### src/rtl/uart_tx_frame.sv
// rtl/uart_tx_frame.sv - UART transmit framer: start, 8 data bits LSB first, optional parity, 1 or 2 stop bits
//
// Ports:
//   clock        system clock, rising edge
//   reset_n      asynchronous active-low reset
//   baud_tick    one-clock strobe at the bit rate
//   send         frame request, sampled only in IDLE
//   data_in      data word captured on acceptance
//   parity_bit   parity unit output for data_in, captured on acceptance
//   parity_type  00/11 none, 01 odd, 10 even
//   stop_bits    0 = one stop bit, 1 = two stop bits
//   data_tx      serial line, idles high
//   busy         high from acceptance until the frame completes
//   done_flag    one-clock pulse after the last stop bit
module uart_tx_frame (
  input  logic       clock,
  input  logic       reset_n,
  input  logic       baud_tick,
  input  logic       send,
  input  logic [7:0] data_in,
  input  logic       parity_bit,
  input  logic [1:0] parity_type,
  input  logic       stop_bits,
  output logic       data_tx,
  output logic       busy,
  output logic       done_flag
);

  typedef enum logic [2:0] {
    S_IDLE   = 3'd0,
    S_LOAD   = 3'd1,
    S_START  = 3'd2,
    S_DATA   = 3'd3,
    S_PARITY = 3'd4,
    S_STOP   = 3'd5
  } state_t;

  state_t     r_state;
  state_t     w_state_nxt;
  logic [7:0] r_shift;
  logic [2:0] r_bit_cnt;
  logic       r_stop_cnt;
  logic       r_parity_bit;
  logic [1:0] r_parity_type;
  logic       r_stop_bits;
  logic       r_tx;
  logic       r_busy;
  logic       r_done;
  logic       w_tx_nxt;
  logic       w_busy_nxt;
  logic       w_done_nxt;
  logic       w_par_en;
  logic       w_last_stop;
  logic       w_last_data;

  // Types 01 and 10 carry a parity slot; 00 and 11 do not.
  assign w_par_en    = r_parity_type[0] ^ r_parity_type[1];
  assign w_last_stop = (r_stop_cnt == r_stop_bits);
  assign w_last_data = (r_bit_cnt == 3'd7);

  always_ff @(posedge clock or negedge reset_n) begin
    if (!reset_n) begin
      r_state <= S_IDLE;
    end else begin
      r_state <= w_state_nxt;
    end
  end

  always_comb begin
    w_state_nxt = r_state;
    case (r_state)
      S_IDLE:   if (send) w_state_nxt = S_LOAD;
      S_LOAD:   if (baud_tick) w_state_nxt = S_START;
      S_START:  if (baud_tick) w_state_nxt = S_DATA;
      S_DATA: begin
        if (baud_tick && w_last_data) w_state_nxt = w_par_en ? S_PARITY : S_STOP;
      end
      S_PARITY: if (baud_tick) w_state_nxt = S_STOP;
      S_STOP:   if (baud_tick && w_last_stop) w_state_nxt = S_IDLE;
      default:  w_state_nxt = S_IDLE;
    endcase
  end

  // Next values of the registered outputs; each bit is launched on the tick
  // edge that ends the previous one.
  always_comb begin
    w_tx_nxt   = r_tx;
    w_busy_nxt = r_busy;
    w_done_nxt = 1'b0;
    case (r_state)
      S_IDLE:   if (send) w_busy_nxt = 1'b1;
      S_LOAD:   if (baud_tick) w_tx_nxt = 1'b0;
      S_START:  if (baud_tick) w_tx_nxt = r_shift[0];
      S_DATA: begin
        if (baud_tick) begin
          if (!w_last_data) w_tx_nxt = r_shift[0];
          else              w_tx_nxt = w_par_en ? r_parity_bit : 1'b1;
        end
      end
      S_PARITY: if (baud_tick) w_tx_nxt = 1'b1;
      S_STOP: begin
        if (baud_tick && w_last_stop) begin
          w_busy_nxt = 1'b0;
          w_done_nxt = 1'b1;
        end
      end
      default: begin
        w_tx_nxt   = 1'b1;
        w_busy_nxt = 1'b0;
      end
    endcase
  end

  always_ff @(posedge clock or negedge reset_n) begin
    if (!reset_n) begin
      r_tx          <= 1'b1;
      r_busy        <= 1'b0;
      r_done        <= 1'b0;
      r_shift       <= 8'd0;
      r_bit_cnt     <= 3'd0;
      r_stop_cnt    <= 1'b0;
      r_parity_bit  <= 1'b0;
      r_parity_type <= 2'd0;
      r_stop_bits   <= 1'b0;
    end else begin
      r_tx   <= w_tx_nxt;
      r_busy <= w_busy_nxt;
      r_done <= w_done_nxt;
      case (r_state)
        S_IDLE: begin
          if (send) begin
            r_shift       <= data_in;
            r_parity_bit  <= parity_bit;
            r_parity_type <= parity_type;
            r_stop_bits   <= stop_bits;
          end
        end
        S_START: begin
          if (baud_tick) begin
            r_shift   <= {1'b0, r_shift[7:1]};
            r_bit_cnt <= 3'd0;
          end
        end
        S_DATA: begin
          if (baud_tick) begin
            if (!w_last_data) begin
              r_shift   <= {1'b0, r_shift[7:1]};
              r_bit_cnt <= r_bit_cnt + 3'd1;
            end else if (!w_par_en) begin
              r_stop_cnt <= 1'b0;
            end
          end
        end
        S_PARITY: if (baud_tick) r_stop_cnt <= 1'b0;
        S_STOP:   if (baud_tick && !w_last_stop) r_stop_cnt <= r_stop_cnt + 1'b1;
        default: ;
      endcase
    end
  end

  assign data_tx   = r_tx;
  assign busy      = r_busy;
  assign done_flag = r_done;

endmodule

### config.mk
export PLATFORM = sky130hd
export DESIGN_NAME = uart_tx_frame
export DESIGN_NICKNAME = d
export VERILOG_FILES = /design/src/rtl/uart_tx_frame.sv
export SDC_FILE = /design/constraint.sdc
export NUM_CORES = 1
export LEC_CHECK = 0
export BUFFER_PORTS_ARGS = -buffer_cell sky130_fd_sc_hd__buf_4
export CORE_ASPECT_RATIO = 1.1
export CORE_MARGIN = 2
export CORE_UTILIZATION = 55
export CTS_BUF_LIST = sky130_fd_sc_hd__clkbuf_4 sky130_fd_sc_hd__clkbuf_8 sky130_fd_sc_hd__clkbuf_16
export CTS_CLUSTER_DIAMETER = 80
export DETAILED_ROUTE_END_ITERATION = 8
export GPL_TIMING_DRIVEN = 0
export PLACE_DENSITY = 0.89
export SETUP_SLACK_MARGIN = 0.5
export SYNTH_ARGS = -nofsm -noshare
export SYNTH_HDL_FRONTEND = slang
export SYNTH_SLANG_ARGS = --single-unit
### constraint.sdc
create_clock -name clock -period 3.3 [get_ports clock]
set_input_delay 0 -clock clock [delete_from_list [all_inputs] [get_ports clock]]
set_output_delay 0 -clock clock [all_outputs]
set_load 0.02 [all_outputs]
==> metrics.md <==
| Metric | Value |
|---|---|
| CTS H-tree depth | `1` |
| Leak Pwr | `0.667 nW` |
| Core Util, Final | `0.730` |
| CP Launch Type | `register` |
| Final setup fails | `0` |
| Distinct cells, synth | `33` |
| YS warnings | `0` |
| Actual slew at the worst max-slew pin | `0.365 ns` |
| DPL Wire Length | `1750 µm` |
| Clk slew on worst S/H paths | `0.12 ns` |
| Inserted Clock Buffers | `3` |
| Initial Util | `0.597` |
| Die width | `48.9 µm` |
| Layout area overhead | `22.2%` |
| Fin crit share | `0.551` |
| Post-DRT Antenna Nets | `0` |
| Critical path origin | `r_bit_cnt[0]$_DFFE_PN0P_` |
| HP Class | `in2reg` |
| Post-synthesis cell count | `117` |
| Vias in the first global route | `1006` |
| NumNets Final | `approximately 170` |
| Initial antenna violation count | `0` |
| Top_reg_cell synth | `dfrtp_1` |
| Status | `finished, final reports clean` |
| Number of enable flip-flop cells after synthesis | `0` |
| Seq pwr share | `0.399` |
| Setup TNS | `0 ns` |
| Worst setup EP type | `register` |
| Layer with the highest usage | `met2` |
| Arrival @ worst endpoint | `approximately 2.0 ns` |
| Final GP Congestion | `between 0.8 and 0.9` |
| Endpoints failing hold | `0` |
| PwrDens | `a little over 800 nW/µm²` |
| Crit Path Max Fanout | `10` |
| Pins Over Slew Limit | `0` |
| Largest area contributor in the netlist | `dfrtp_1` |
| Max Fclk | `around 550 MHz` |
| Part of the Yosys area used for sequential elements | `0.452` |
| Layout cells sized above 1 | `0.349` |
| Clock Root Buffer | `clkbuf_4` |
| FF-to-FF setup slack | `1.48 ns` |
| Site row count | `17` |
| Crit. path cell count | `7` |
| RSZ-0062 raised after global routing | `no` |
| Most common cell in the netlist | `dfrtp_1` |
| Largest cells by area after synthesis | `dfrtp_1, mux2_2, nand2_1` |
| GR met2 Demand/Resource | `0.422` |
| Relative slew slack | `0.756` |
| Delay-heaviest family, CP | `compound AO/OA/AOI/OAI gates` |
| Ant. Diodes | `0` |
| Longest Clk Path Bufs | `2` |
| Internal power | `0.767 mW` |
| CTS tree | `done` |
| Async set or reset register ratio after synthesis | `1.00` |
| Clock network fraction of total power | `0.112` |
| Met3 usage | `0.0226` |
| CP Buf/Inv Count | `1` |
| Routed via count | `974` |
| DRC violations left | `0` |
| Gr usage total | `0.219` |
| RR Endpoint | `r_state[0]$_DFFE_PN0P_` |
| Post-DR vias/cell | `approximately 5.6` |
| Share of the synthesized area in the top cell type | `0.431` |
| Post-synth top cells | `dfrtp_1, mux2_2, nand2_1, nor2_1, o21ai_0` |
| Initial DRC count | `12` |
| Net Count, Synth | `135` |
| Required @ worst endpoint | `3.49 ns` |
| Max cap viols | `0` |
| NetSw | `0.471 mW` |
| CP peak stage delay | `about 0.43 ns` |
| WL/cell | `approximately 14 µm` |
| Skew final | `0.00117 ns` |
| WL final | `2410 µm` |
| I/O Buffers | `18` |
| Die area | `2610 µm²` |
| Die H | `53.4 µm` |
| GRT overflow | `0` |
| Gate power share | `0.489` |
| Worst r2r path cells | `7` |
| First-pass GRT wire length | `~4300 µm` |
| Crit-path cells | `ha_1, ha_1, buf_2, nand2b_1, a21oi_1, o41ai_1, o221ai_1` |
| Min Tclk post-route | `1.82 ns` |
| Syn_area_per_cell | `around 10 µm²` |
| GR Util met1 | `0.238` |
| Origin of the critical flop-to-flop path | `r_bit_cnt[0]$_DFFE_PN0P_` |
| Crit path kind | `reg2reg` |
| Post-synthesis instance area | `1220 µm²` |
| Worst-Skew Late Latency | `around 0.31 ns` |
| Max IR drop VDD | `0.497 mV` |
| DRT Pass-1 Iters | `4` |
| Largest net degree at the start of global routing | `23` |
| # clock sinks | `22` |
| Switching share of power | `0.381` |
| Cell repeated most along the worst path | `ha_1` |
| Total power | `roughly 1.2 mW` |
| Crit path capture | `r_state[0]$_DFFE_PN0P_` |
| PostCTS Resize Cnt | `0` |
| Flops & latches, synth | `22` |
| Worst path slowest cell | `dfrtp_1` |
| CORE AREA | `2040 µm²` |
| I/O pins | `19` |
[worst min-delay path: cells and delay by family]
kind | cells | cell delay, ns
buffers and inverters | 1 | 0.08
AO/OA/AOI/OAI | 1 | 0.06
AND/OR/NAND/NOR | 1 | 0.04
multiplexers | 1 | 0.14
[kinds of logic after synthesis]
kind of cell / count (synthesis) / synth area share
AO/OA/AOI/OAI: 25 / 0.149
XOR/XNOR: 2 / 0.0144
adder cells (fa/ha/maj): 2 / 0.0205
buffers and inverters: 8 / 0.0308
flip-flops: 22 / 0.452
multiplexers: 18 / 0.164
AND/OR/NAND/NOR: 40 / 0.169
[metrics by stage]
step / hold slack (ns) / std cells / cell area (µm²) / setup WS [ns]
CTS: 0.0246 / 174 / 1490 / 1.48
global route: 0.0307 / 174 / 1490 / 1.34
finish: 0.0288 / 174 / 1490 / 1.48
global placement: -0.0973 / 163 / 1390 / 1.57
detailed placement: -0.0964 / 163 / 1390 / 1.50
floorplan: -0.296 / 117 / 1220 / 1.72
[power by group through the flow]
stage	logic, mW	clock network (mW)	registers [mW]
2_1_floorplan	0.463	0	0.487
3_3_place_gp	0.569	0	0.487
3_5_place_dp	0.603	0	0.497
4_1_cts	0.610	0.142	0.491
5_1_grt	0.675	0.149	0.509
6_report	0.605	0.139	0.494
[placed cells by master (no fill, tap or decap), types with 2 or more instances in the layout]
cell type	Yosys	final
mux2i_1	2	2
a21oi_1	6	6
dlygate4sd3_1	0	7
ha_1	2	2
nor3_1	4	4
nor2b_1	2	2
buf_4	0	18
nor2_1	8	8
o41ai_1	2	2
nand2b_1	6	6
inv_1	2	2
a22o_1	2	2
buf_2	6	6
dfrtp_1	21	21
mux2_2	16	16
clkbuf_4	0	4
nand2_1	12	12
o21ai_0	8	8
[state kept, by name, summed over array words and instances, names as in the netlist]
signal	count
done_flag	1
r_stop_bits	1
r_parity_bit	1
r_stop_cnt	1
r_shift	8
r_bit_cnt	3
busy	1
data_tx	1
r_state	3
r_parity_type	2
[per-layer routing]
| metal | routed length (µm) | vias to the layer above |
|---|---|---|
| met5 | 0 | - |
| met4 | 59 | 0 |
| met3 | 75 | 7 |
| met2 | 1290 | 27 |
| met1 | 988 | 466 |
| li1 | - | 474 |
[what timing repair did]
item	4_1_cts	5_1_grt
endpoints found under the hold margin	28	0
hold buffers	7	0
setup buffers	0	0
[cell type report]
| class | count | area (µm²) |
|---|---|---|
| timing repair buffer | 25 | 205 |
| buffer | 6 | 30.0 |
| sequential | 22 | 552 |
| inverter | 2 | 7.51 |
| fill | 160 | 552 |
| multi-input combinational | 87 | 631 |
| tap | 28 | 35.0 |
| clock buffer | 4 | 30.0 |
[worst min-delay path by stage]
stage,from,end,cells past startpoint
finish,data_in[6],r_shift[6]$_DFFE_PN0P_,4
global placement,reset_n,done_flag$_DFF_PN0_,1
detailed placement,reset_n,done_flag$_DFF_PN0_,1
CTS,data_in[6],r_shift[6]$_DFFE_PN0P_,4
floorplan,reset_n,busy$_DFFE_PN0P_,0
global route,data_in[2],r_shift[2]$_DFFE_PN0P_,3
Power figures use the tool's default switching activity.
